### src/rtl/drum_motor_controller.sv
// ----------------------------------------------------------------------------
// drum_motor_controller
//
// Purpose:
//   Sequences the drum motor on behalf of the wash FSM. The block ramps the
//   commanded speed toward a goal, runs the wash tumble pattern
//   (on / brake / dwell / reverse) or a continuous final spin, backs the
//   goal off when the drum vibrates, and declares a vibration fault once the
//   allowed back-offs are used up. Every speed change happens on a prescaled
//   ramp tick, so the drive never sees a step larger than RAMP_STEP.
//
// Ports:
//   clk              in   1   system clock
//   reset            in   1   synchronous, active-high reset
//   enable           in   1   run request from the wash FSM (level)
//   stop             in   1   cancel request, dominates enable
//   spin_mode        in   1   0 = tumble, 1 = continuous spin (latched on start)
//   target_speed     in   11  requested rpm
//   vibration_sensor in   1   drum imbalance detected (level)
//   motor_speed      out  11  commanded rpm to the drive
//   motor_dir        out  1   drum direction
//   at_speed         out  1   holding at the goal speed
//   motor_idle       out  1   block is idle
//   vibration_fault  out  1   vibration retries exhausted
// ----------------------------------------------------------------------------
module drum_motor_controller #(
    parameter logic [15:0] TICK_DIV    = 16'd1000,
    parameter logic [10:0] RAMP_STEP   = 11'd8,
    parameter logic [10:0] MAX_SPEED   = 11'd1400,
    parameter logic [7:0]  TUMBLE_ON   = 8'd12,
    parameter logic [7:0]  TUMBLE_OFF  = 8'd3,
    parameter logic [10:0] VIB_BACKOFF = 11'd200,
    parameter logic [1:0]  MAX_RETRY   = 2'd2
) (
    input  logic        clk,
    input  logic        reset,
    input  logic        enable,
    input  logic        stop,
    input  logic        spin_mode,
    input  logic [10:0] target_speed,
    input  logic        vibration_sensor,
    output logic [10:0] motor_speed,
    output logic        motor_dir,
    output logic        at_speed,
    output logic        motor_idle,
    output logic        vibration_fault
);

    typedef enum logic [2:0] {
        ST_IDLE,
        ST_RAMP,
        ST_HOLD,
        ST_BRAKE,
        ST_DWELL,
        ST_FAULT
    } state_t;

    state_t      state_q, state_d;
    logic [15:0] tick_cnt_q, tick_cnt_d;
    logic [10:0] speed_q, speed_d;
    logic        dir_q, dir_d;
    logic        spin_q, spin_d;
    logic [1:0]  retry_q, retry_d;
    logic [10:0] backoff_q, backoff_d;
    logic [7:0]  phase_q, phase_d;
    logic        fault_q, fault_d;

    logic        tick;
    logic        halt;
    logic [10:0] clamped;
    logic [10:0] goal;
    logic [11:0] up_sum;
    logic [10:0] ramp_next;
    logic [10:0] brake_next;
    logic [11:0] backoff_sum;
    logic [10:0] backoff_sat;

    // Goal, single ramp step and brake step. All arithmetic is done so the
    // result never overshoots the goal and never wraps below zero.
    always_comb begin
        clamped     = (target_speed > MAX_SPEED) ? MAX_SPEED : target_speed;
        goal        = (clamped > backoff_q) ? (clamped - backoff_q) : 11'd0;
        up_sum      = {1'b0, speed_q} + {1'b0, RAMP_STEP};
        ramp_next   = speed_q;
        if (speed_q < goal) begin
            ramp_next = (up_sum > {1'b0, goal}) ? goal : up_sum[10:0];
        end else if (speed_q > goal) begin
            ramp_next = ((speed_q - goal) > RAMP_STEP) ? (speed_q - RAMP_STEP) : goal;
        end
        brake_next  = (speed_q > RAMP_STEP) ? (speed_q - RAMP_STEP) : 11'd0;
        backoff_sum = {1'b0, backoff_q} + {1'b0, VIB_BACKOFF};
        backoff_sat = backoff_sum[11] ? 11'h7FF : backoff_sum[10:0];
        tick        = (state_q != ST_IDLE) && (tick_cnt_q == (TICK_DIV - 16'd1));
        halt        = stop || !enable;
    end

    // Next-state logic. Stop/!enable win over vibration, which wins over the
    // normal sequencing; speed and counters only move on the ramp tick.
    always_comb begin
        state_d    = state_q;
        tick_cnt_d = (state_q == ST_IDLE || tick) ? 16'd0 : (tick_cnt_q + 16'd1);
        speed_d    = speed_q;
        dir_d      = dir_q;
        spin_d     = spin_q;
        retry_d    = retry_q;
        backoff_d  = backoff_q;
        phase_d    = phase_q;
        fault_d    = fault_q;

        case (state_q)
            ST_IDLE: begin
                if (enable && !stop) begin
                    state_d    = ST_RAMP;
                    tick_cnt_d = 16'd0;
                    spin_d     = spin_mode;
                    retry_d    = 2'd0;
                    backoff_d  = 11'd0;
                    dir_d      = 1'b0;
                    fault_d    = 1'b0;
                end
            end

            ST_RAMP: begin
                if (halt) begin
                    state_d = ST_BRAKE;
                end else if (tick) begin
                    // The step uses the goal as it stood before any back-off
                    // taken on this same tick.
                    speed_d = ramp_next;
                    if (vibration_sensor) begin
                        if (retry_q < MAX_RETRY) begin
                            backoff_d = backoff_sat;
                            retry_d   = retry_q + 2'd1;
                        end else begin
                            state_d = ST_FAULT;
                            fault_d = 1'b1;
                        end
                    end else if (ramp_next == goal) begin
                        state_d = ST_HOLD;
                    end
                end
            end

            ST_HOLD: begin
                if (halt) begin
                    state_d = ST_BRAKE;
                end else if (tick) begin
                    if (vibration_sensor) begin
                        if (retry_q < MAX_RETRY) begin
                            backoff_d = backoff_sat;
                            retry_d   = retry_q + 2'd1;
                            state_d   = ST_RAMP;
                        end else begin
                            state_d = ST_FAULT;
                            fault_d = 1'b1;
                        end
                    end else if (spin_q) begin
                        if (goal != speed_q) begin
                            state_d = ST_RAMP;
                        end
                    end else if ((phase_q + 8'd1) >= TUMBLE_ON) begin
                        state_d = ST_BRAKE;
                    end else begin
                        phase_d = phase_q + 8'd1;
                    end
                end
            end

            ST_BRAKE: begin
                if (tick) begin
                    speed_d = brake_next;
                    if (brake_next == 11'd0) begin
                        if (halt) begin
                            state_d = ST_IDLE;
                        end else if (spin_q) begin
                            state_d = ST_RAMP;
                        end else begin
                            state_d = ST_DWELL;
                        end
                    end
                end
            end

            ST_DWELL: begin
                if (halt) begin
                    state_d = ST_IDLE;
                end else if (tick) begin
                    if ((phase_q + 8'd1) >= TUMBLE_OFF) begin
                        dir_d   = !dir_q;
                        state_d = ST_RAMP;
                    end else begin
                        phase_d = phase_q + 8'd1;
                    end
                end
            end

            ST_FAULT: begin
                fault_d = 1'b1;
                if (speed_q == 11'd0 && !enable) begin
                    state_d = ST_IDLE;
                end else if (tick) begin
                    speed_d = brake_next;
                end
            end

            default: begin
                state_d = ST_IDLE;
            end
        endcase

        // Tumble phase counting restarts on every state change.
        if (state_d != state_q) begin
            phase_d = 8'd0;
        end
    end

    // State register with synchronous reset.
    always_ff @(posedge clk) begin
        if (reset) begin
            state_q    <= ST_IDLE;
            tick_cnt_q <= 16'd0;
            speed_q    <= 11'd0;
            dir_q      <= 1'b0;
            spin_q     <= 1'b0;
            retry_q    <= 2'd0;
            backoff_q  <= 11'd0;
            phase_q    <= 8'd0;
            fault_q    <= 1'b0;
        end else begin
            state_q    <= state_d;
            tick_cnt_q <= tick_cnt_d;
            speed_q    <= speed_d;
            dir_q      <= dir_d;
            spin_q     <= spin_d;
            retry_q    <= retry_d;
            backoff_q  <= backoff_d;
            phase_q    <= phase_d;
            fault_q    <= fault_d;
        end
    end

    assign motor_speed     = speed_q;
    assign motor_dir       = dir_q;
    assign at_speed        = (state_q == ST_HOLD) && (speed_q == goal);
    assign motor_idle      = (state_q == ST_IDLE);
    assign vibration_fault = fault_q;

endmodule
### config.mk
export PLATFORM = sky130hd
export DESIGN_NAME = drum_motor_controller
export DESIGN_NICKNAME = d
export VERILOG_FILES = /design/src/rtl/drum_motor_controller.sv
export SDC_FILE = /design/constraint.sdc
export NUM_CORES = 1
export LEC_CHECK = 0
export CAP_MARGIN = 25
export CORE_MARGIN = 5
export CORE_UTILIZATION = 40
export DETAILED_ROUTE_END_ITERATION = 8
export DONT_BUFFER_PORTS = 1
export GPL_TIMING_DRIVEN = 0
export HOLD_SLACK_MARGIN = 0.02
export PLACE_DENSITY = 0.52
export REMOVE_ABC_BUFFERS = 1
export SLEW_MARGIN = 20
export SYNTH_ARGS = -nofsm -noshare
export SYNTH_HDL_FRONTEND = slang
export SYNTH_SLANG_ARGS = --single-unit
### constraint.sdc
create_clock -name clk -period 8.4 [get_ports clk]
set_clock_uncertainty 0.1 [all_clocks]
set_input_delay 0.42 -clock clk [delete_from_list [all_inputs] [get_ports clk]]
set_output_delay 0.42 -clock clk [all_outputs]
set_load 0.05 [all_outputs]
Word-level counts from Yosys, hierarchy flattened
Cells that the tools add are included.

Add/subtract/negate cells: 8. Order comparisons: 10. Eq/ne operators: 28. Mux-type cells: 69. Reduce and logical (&&, ||, !) cells: 26.

Operators by type and width (count): 11-bit two-way mux (17); 8-bit two-way mux (8); 3-bit two-way mux (21); 16-bit two-way mux (3); 11-bit one-hot mux with 3 select lines (1); 2-bit != test, second input constant (14); 11-bit == test (2); 11-bit greater-than comparator (2); 11-bit by 4-bit greater-than comparator with 1-bit output, second input constant (2); 11-bit logical NOT (2); 11-bit one-hot mux with 2 select lines (1); 11-bit subtractor (2); 3-bit one-hot mux with 6 select lines (1); 16-bit by 1-bit adder with 16-bit output, second input constant (1); 16-bit by 10-bit == test with 1-bit output, second input constant (1); 8-bit one-hot mux with 2 select lines (1); 11-bit by 4-bit adder with 12-bit output, second input constant (1); 11-bit by 8-bit adder with 12-bit output, second input constant (1); 12-bit by 11-bit greater-than comparator with 1-bit output (1); 6-bit AND reduction (2); 11-bit greater-than comparator, second input constant (1); 11-bit less-than comparator (1); 11-bit != test (1); 11-bit by 4-bit subtractor with 11-bit output, second input constant (1); other kinds (26) (53).

Bits in registers: 54. Input port bits: 17. Output and inout port bits: 15. Logic and storage cells: 150.

Depth between registers and ports, before layout
Gate-level depths: netlist (run 1).

Word-level depth: 17. Depth in mapped cells: 27. Gate-level depth less buffers: 26.

Worst setup path after synthesis (run 1)
Ideal clock, no wire load.

Path kind: input to register. From: input port target_speed[0]. To: register phase_q[4]. Library setup time: 117 ps. Data arrival time: 5724 ps. Data required time: 8183 ps. Setup slack: 2459 ps. Stages: 25. Path buffers: 2. Cell sequence: nor3_1 > o21bai_1 > a21oi_1 > nor2b_1 > or2_2 > ha_1 > o21a_1 > o31a_1 > o21ai_0 > o21a_1 > or3b_1 > clkbuf_1 > ha_1 > a21oi_1 > o21ai_1 > or4_4 > a2111oi_4 > and2_1 > buf_6 > a2111oi_1 > a221o_1 > nor4b_4 > nand4_2 > a31oi_4 > and4b_1.

Cells in the longest elaborated chain, start to end: 17. Elaborated cells on any way between the ends: 28. Classes of those cells: add/sub: 2; order compare: 6; eq/ne: 3; mux: 16; reduce/logical: 1.

RTL lines: start, declared (line 40) `input logic [10:0] target_speed,`; 11-bit greater-than comparator (line 81) `clamped = (target_speed > MAX_SPEED) ? MAX_SPEED : target_speed;`; 11-bit two-way mux (*) (line 81); 11-bit subtractor / 11-bit greater-than comparator (equally long branches) (line 82) `goal = (clamped > backoff_q) ? (clamped - backoff_q) : 11'd0;`; 11-bit two-way mux (*) (line 82); 11-bit subtractor (line 88) `ramp_next = ((speed_q - goal) > RAMP_STEP) ? (speed_q - RAMP_STEP) : goal;`; 11-bit by 4-bit greater-than comparator with 1-bit output (line 88); 11-bit two-way mux (line 88); 11-bit two-way mux (line 87) `end else if (speed_q > goal) begin`; 11-bit two-way mux (line 85) `if (speed_q < goal) begin`; 11-bit == test (line 138) `end else if (ramp_next == goal) begin`; 3-bit two-way mux (line 138); 3-bit two-way mux (line 130) `if (vibration_sensor) begin`; 3-bit two-way mux (line 126) `end else if (tick) begin`; 3-bit two-way mux (line 124) `if (halt) begin`; 3-bit one-hot mux with 6 select lines (*) (line 110) `case (state_q)`; 3-bit != test (*) (line 212) `if (state_d != state_q) begin`; 2-bit OR reduction (no line) (*); end signal, assigned (line 237) `phase_q <= phase_d;`; end, declared (line 65) `logic [7:0] phase_q, phase_d;`.

Mark *: on every way between the ends. The rest lies on a longest branch, timed or not. A chain may end at the register's enable or synchronous reset.

Worst setup path after layout (run 1)
From: input port target_speed[0]. To: register phase_q[1].

Same word-level chain as after synthesis.

==> impl_metrics.tcl, run 1 <==
set metrics [dict create \
    outcome "finished clean" \
    fmax_mhz 138.9 \
    gp_congestion 0.9520 \
    synth-seq-area-share_pct 20.05 \
    synth-edff-count 0 \
    hp-start "reset" \
    antennaDiodeCount 0 \
    cellPowerDensity_nw_per_um2 161.8 \
    whs_path_depth 1 \
    dpl_cell_area_sq_um 5345 \
    gr-total-overflow 0 \
    io_pins 32 \
    crit_type "input port to flop" \
    area_delta_synth_final_pct 5.831 \
    cts_num_sinks 52 \
    clock_latency_ns 0.31 \
    ys_warn_count 0 \
    cts_resized 0 \
    wl_um 15450 \
    worstPathRequired_ns 8.49 \
    internal_power_w 0.0005194 \
    htreeDepth 2 \
    netlist_area_sq_um 5192 \
    grt_pass1_wl_um 24670 \
    switching_share_pct 41.57 \
    rr_startpoint "backoff_q[1]$_SDFFE_PP0P_" \
    dp_cells 845 \
    yosysMostFrequentCell "nor2_1" \
    hold_violations 0 \
    gr-usage-all-layers_pct 20.20 \
    p_switching_w 0.0003696 \
    maxCapViolCount 0 \
    synth_common_cells "nor2_1 (69), nand2_1 (57), dfxtp_1 (52), a21oi_1 (43), o21ai_0 (42)" \
    fin_crit_sh_pct 85.68 \
    cts_tree "yes" \
    hold_end "motor_dir$_SDFFE_PP0P_" \
    r2r_cells 20 \
    synth_area_leaders "dfxtp_1 (20%), ha_1 (8.7%), nor2_1 (5.0%)" \
    setup.worst_path.start "target_speed[0]" \
    antenna_found_initial 0 \
    register_area_sq_um 1041 \
    setup_viol 0 \
    synth-main-ff-cell "dfxtp_1" \
    tns_ns 0 \
    cts_buffers 5 \
    r2r_slack_ns 1.73 \
    initialDrtViolationCount 315 \
    hp-class "input port to flop" \
    tightest_slew_ns 1.010 \
    p_leak_nw 1.907 \
    post_cts_buffers 0 \
    drc 0 \
    viasPerCell 6.096 \
    synthArstFlopShare_pct 0 \
    drive_gt1_share_pct 5.874 \
    grt_max_degree 31 \
    nNetsFinal 734 \
    p_seq_share_pct 31.1 \
    combPwrFrac_pct 44.1 \
    start_util_pct 40.98 \
    peakVddDrop_mv 0.07214 \
    die_y_um 123.9 \
    cts_hold_buf 0 \
    yosysTopAreaCellShare_pct 20.05 \
    synthCells 700 \
    multiInputGateArea_sq_um 3943 \
    slew_violations 0 \
    fp.dieW_um 123.9 \
    clock_power_share_pct 24.8 \
    io_buffers 0 \
    design.die.area_sq_um 15360 \
    crit_arrival_ns 7.28 \
    grt_pass1_vias 4949 \
    syn_avg_cell_area_sq_um 7.418 \
    rows 41 \
    post-dp-hpwl_um 11660 \
    period_minus_slack_ns 7.197 \
    holdWs_ns 0.07909 \
    postRouteAntennaNets 0 \
    clk_pin_slew_ns 0.08 \
    max_slew_margin_pct 32.60 \
    clockRootBuffer "clkbuf_16" \
    wl_per_cell_um 18.11 \
    synth_seq_cells 52 \
    final_util_pct 43.37 \
    stdcell_area_sq_um 5495 \
    vias 5200 \
    yosysUniqueCellTypes 79 \
    synth_top_area_cell "dfxtp_1" \
    rsz0062_at_grt "false" \
    core_sq_um 12670 \
    cp-start-kind "input port" \
    cp-end-kind "flop" \
    path_max_fanout 12 \
    first_pass_iters 6 \
    nFillCells 1309 \
    r2r_end "phase_q[1]$_SDFFE_PP0P_" \
    fin_cells 853 \
    cts_buffer_depth 2 \
]
==> state kept, by name, summed over array words and instances (netlist names) <==
| register | cells |
|---|---|
| motor_speed | 11 |
| vibration_fault | 1 |
| tick_cnt_q | 16 |
| state_q | 3 |
| retry_q | 2 |
| phase_q | 8 |
| backoff_q | 9 |
| motor_dir | 1 |
| spin_q | 1 |
==> logic make-up (layout without fill, tap and decap cells) <==
group | count (synthesis) | after routing | synth area share [%]
xor+xnor | 46 | 46 | 7.759
fa+ha+maj | 37 | 37 | 9.060
simple gates | 288 | 288 | 29.33
mux | 6 | 6 | 1.229
buf+inv | 58 | 39 | 4.385
flops | 52 | 52 | 20.05
compound gates | 213 | 213 | 28.19
==> area by class of cell <==
cell class	count	share of cell area, %
Clock buffer	5	2.277
Clock inverter	3	0.4554
Inverter	27	1.844
Multi-Input combinational cell	590	71.74
Sequential cell	52	18.94
Tap cell	172	3.916
Timing Repair Buffer	4	0.8197
==> stage by stage <==
step                       power, W  worst slack (ns)
after CTS                 0.0008924             1.205
after detailed placement  0.0006681            0.9056
after floorplan           0.0005722             2.417
final                     0.0008890             1.203
after global placement    0.0006520            0.9642
after global routing      0.0009450            0.6699
==> worst max-delay path, cell delays in order <==
cell and delay [ns]:
nor3_1 0.27, o21bai_1 0.10, a21oi_1 0.14, nor2b_1 0.14, or2_2 0.30, ha_1 0.36
o21a_1 0.14, o31a_1 0.22, o21ai_0 0.15, o21a_1 0.27, or3b_1 0.60, ha_1 0.44
a21oi_1 0.25, o21ai_1 0.15, or4_1 0.47, o21ai_1 0.71, nand3_1 0.42, o21a_1 0.29
a2111oi_1 0.45, a221o_1 0.24, nor4b_4 0.07, nand4_2 0.12, a31oi_4 0.14, a2111oi_0 0.40
==> how the worst max path moves through the flow <==
stage | to | slack, ns | depth (start not counted)
after floorplan | phase_q[1]$_SDFFE_PP0P_ | 2.42 | 24
after global placement | phase_q[1]$_SDFFE_PP0P_ | 0.96 | 24
after detailed placement | phase_q[1]$_SDFFE_PP0P_ | 0.91 | 24
after CTS | phase_q[1]$_SDFFE_PP0P_ | 1.21 | 24
after global routing | phase_q[1]$_SDFFE_PP0P_ | 0.67 | 24
final | phase_q[1]$_SDFFE_PP0P_ | 1.20 | 24
==> cell usage in the layout, fill, tap and decap left out, types with 16 or more instances in the layout <==
cell type,netlist,layout
a21oi_1,43,42
dfxtp_1,52,52
ha_1,36,36
inv_1,26,26
nand2_1,57,57
nand3_1,25,25
nor2_1,69,69
nor2b_1,17,17
nor3_1,25,22
o21a_1,16,16
o21ai_0,42,42
xnor2_1,23,23
xor2_1,23,23
==> per-layer routing <==
layer	vias to the layer above	share of wire [%]	global-route usage (%)
li1	2567	-	-
met1	2468	46	27.03
met2	143	46	33.05
met3	22	6.2	3.406
met4	0	2.0	6.639
met5	-	0	0
==> power groups by stage <==
| stage | logic, W | registers [W] | clock network, W |
|---|---|---|---|
| floorplan | 0.000295 | 0.000277 | 0 |
| detailed placement | 0.000386 | 0.000282 | 0 |
| CTS | 0.000388 | 0.000276 | 0.000228 |
| finish | 0.000392 | 0.000276 | 0.000221 |
| global placement | 0.000371 | 0.000281 | 0 |
| global route | 0.000432 | 0.000279 | 0.000235 |
Note: power is estimated with default switching activity, not from simulation.
==> inputs of run 2 (changes only) <==
--- a/config.mk
+++ b/config.mk
@@ -6,7 +6,6 @@
 export NUM_CORES = 1
 export LEC_CHECK = 0
 export CAP_MARGIN = 25
-export CORE_MARGIN = 5
 export CORE_UTILIZATION = 40
 export DETAILED_ROUTE_END_ITERATION = 8
 export DONT_BUFFER_PORTS = 1
@@ -14,6 +13,7 @@
 export HOLD_SLACK_MARGIN = 0.02
 export PLACE_DENSITY = 0.52
 export REMOVE_ABC_BUFFERS = 1
+export SETUP_SLACK_MARGIN = 0.3
 export SLEW_MARGIN = 20
 export SYNTH_ARGS = -nofsm -noshare
 export SYNTH_HDL_FRONTEND = slang
==> impl_metrics.tcl, run 2 (same netlist as run 1, synthesis figures left out) <==
set metrics [dict create \
    outcome "finished clean" \
    crit_arrival_ns 7.20 \
    initialDrtViolationCount 342 \
    final_common_cell "nor2_1" \
    cp_num_cells 24 \
    cts_buffer_depth 2 \
    wl_um 15460 \
    hp-class "input port to flop" \
    peakVddDrop_mv 0.1586 \
    io_pins 32 \
    cts_buffers 5 \
    fmax_mhz 140.5 \
    rows 41 \
    tns_ns 0 \
    fin_cells 853 \
    tightest_slew_ns 1.029 \
    post_cts_buffers 0 \
    clockRootBuffer "clkbuf_16" \
    crit_slowest_cell "o21ai_1" \
    cp-end-kind "flop" \
    gp_congestion 0.9188 \
    grt_max_degree 31 \
    first_pass_iters 5 \
    p_seq_share_pct 30.2 \
    grt_pass1_vias 4951 \
    design.die.area_sq_um 13440 \
    postRouteAntennaNets 0 \
    cts_hold_buf 0 \
    grt_pass1_wl_um 25190 \
    r2r_cells 20 \
    p_switching_w 0.0003688 \
    viasPerCell 6.114 \
    gr-usage-all-layers_pct 23.93 \
    fin_crit_sh_pct 84.76 \
    io_buffers 0 \
    path_max_fanout 12 \
    dp_cells 844 \
    max_stage_delay_ns 0.71 \
    clock_power_share_pct 27.2 \
    p_leak_nw 1.915 \
    antennaDiodeCount 0 \
    cts_tree "yes" \
    drive_gt1_share_pct 5.727 \
    internal_power_w 0.0005466 \
    largest_reg_flops 16 \
    combPwrFrac_pct 42.6 \
    crit_type "input port to flop" \
    clock_latency_ns 0.31 \
    r2r_end "phase_q[1]$_SDFFE_PP0P_" \
    switching_share_pct 40.29 \
    cp_num_buf_inv 0 \
    cellPowerDensity_nw_per_um2 166.3 \
    rr_startpoint "backoff_q[1]$_SDFFE_PP0P_" \
    rsz0062_at_grt "false" \
    period_minus_slack_ns 7.119 \
    post-dp-hpwl_um 11600 \
    vias 5215 \
    cts_num_sinks 52 \
    gr-total-overflow 0 \
    clk_pin_slew_ns 0.08 \
    drc 0 \
    setup_viol 0 \
    worstPathRequired_ns 8.48 \
    r2r_slack_ns 1.74 \
    slew_violations 0 \
    cp_cell_sequence "nand4_1 -> o21bai_1 -> a21oi_1 -> nor2b_1 -> nor2b_1 -> ha_1 -> nor2b_1 -> o31a_1 -> o21ai_0 -> o21a_1 -> or3b_1 -> ha_1 -> a21oi_1 -> o21ai_1 -> or4_1 -> o21ai_1 -> nand3_1 -> o21a_1 -> a2111oi_1 -> a221o_1 -> nor4b_4 -> nand4_2 -> a31oi_4 -> a2111oi_0" \
    cts_resized 0 \
    htreeDepth 2 \
    maxCapViolCount 0 \
    cp-start-kind "input port" \
    hold_violations 0 \
    area_delta_synth_final_pct 6.024 \
    die_y_um 115.9 \
    start_util_pct 41.15 \
    setup.worst_path.start "target_speed[4]" \
    final_util_pct 43.62 \
    max_slew_margin_pct 31.32 \
    fp.dieW_um 115.9 \
    cp_top_family "compound AO/OA/AOI/OAI gates" \
    core_sq_um 12620 \
    largest_register "tick_cnt_q" \
    nNetsFinal 734 \
    cp-endpoint "phase_q[1]$_SDFFE_PP0P_" \
    final_cell_mix "nor2_1 (69), nand2_1 (57), dfxtp_1 (52), a21oi_1 (42), o21ai_0 (42)" \
    crit_top_cell "nor2b_1" \
    antenna_found_initial 0 \
    wl_per_cell_um 18.13 \
]
run 2: cell count changes in the layout (fill, tap and decap cells not counted), sizes merged:
| cell | change |
|---|---|
| clkinv | +1 |
| clkinvlp | -1 |
| inv | -1 |
| bufinv | +1 |
run 2: per-stage QoR:
stage / total power [W] / hold slack (ns) / instance area [sq um] / worst slack, ns
after global placement: 0.0006499 / 0.3426 / 5281 / 1.071
after floorplan: 0.0005722 / 0.3302 / 5066 / 2.417
after detailed placement: 0.0006640 / 0.3557 / 5319 / 0.9960
final: 0.0009153 / 0.07513 / 5505 / 1.281
after CTS: 0.0009168 / 0.07196 / 5490 / 1.292
after global routing: 0.0009755 / 0.06199 / 5505 / 0.6807
run 2: final cells by class:
cell class | instances | area (sq um)
Clock buffer | 5 | 125.1
Clock inverter | 3 | 46.29
Fill cell | 1364 | 7114
Inverter | 27 | 101.3
Multi-Input combinational cell | 590 | 3943
Sequential cell | 52 | 1041
Tap cell | 172 | 215.2
Timing Repair Buffer | 4 | 33.78
run 2: worst min-delay path by stage:
stage / from / end / slack [ns] / cells after the start
3_5_place_dp: tick_cnt_q[0]$_SDFF_PP0_ / tick_cnt_q[0]$_SDFF_PP0_ / 0.36 / 1
6_report: reset / motor_dir$_SDFFE_PP0P_ / 0.08 / 1
2_1_floorplan: tick_cnt_q[0]$_SDFF_PP0_ / tick_cnt_q[0]$_SDFF_PP0_ / 0.33 / 1
4_1_cts: reset / state_q[0]$_SDFF_PP0_ / 0.07 / 1
3_3_place_gp: tick_cnt_q[0]$_SDFF_PP0_ / tick_cnt_q[0]$_SDFF_PP0_ / 0.34 / 1
5_1_grt: reset / state_q[2]$_SDFF_PP0_ / 0.06 / 1
run 2: metal layers:
layer	routed length [um]	global-route usage (%)	vias up
met3	904	5.753	23
li1	-	-	2569
met5	0	0	-
met4	293	6.667	0
met2	7144	39.76	134
met1	7121	30.74	2489
run 2: worst register-to-register path, cell delays in order, from the launching register on:
cell and delay, ns:
dfxtp_1 0.41, inv_1 0.13, ha_1 0.37, o21a_1 0.13
o31a_1 0.22, o21ai_0 0.15, o21a_1 0.25, or3b_1 0.57
ha_1 0.43, a21oi_1 0.26, o21ai_1 0.15, or4_1 0.47
o21ai_1 0.71, nand3_1 0.42, o21a_1 0.29, a2111oi_1 0.47
a221o_1 0.27, nor4b_4 0.08, nand4_2 0.13, a31oi_4 0.14
a2111oi_0 0.40
run 2: power groups by stage:
stage / Combinational (W) / Sequential [W] / Clock, W
after floorplan: 0.000295 / 0.000277 / 0
after global placement: 0.000369 / 0.000281 / 0
after detailed placement: 0.000382 / 0.000282 / 0
after CTS: 0.000385 / 0.000276 / 0.000256
after global routing: 0.000431 / 0.000278 / 0.000267
final: 0.000390 / 0.000276 / 0.000249
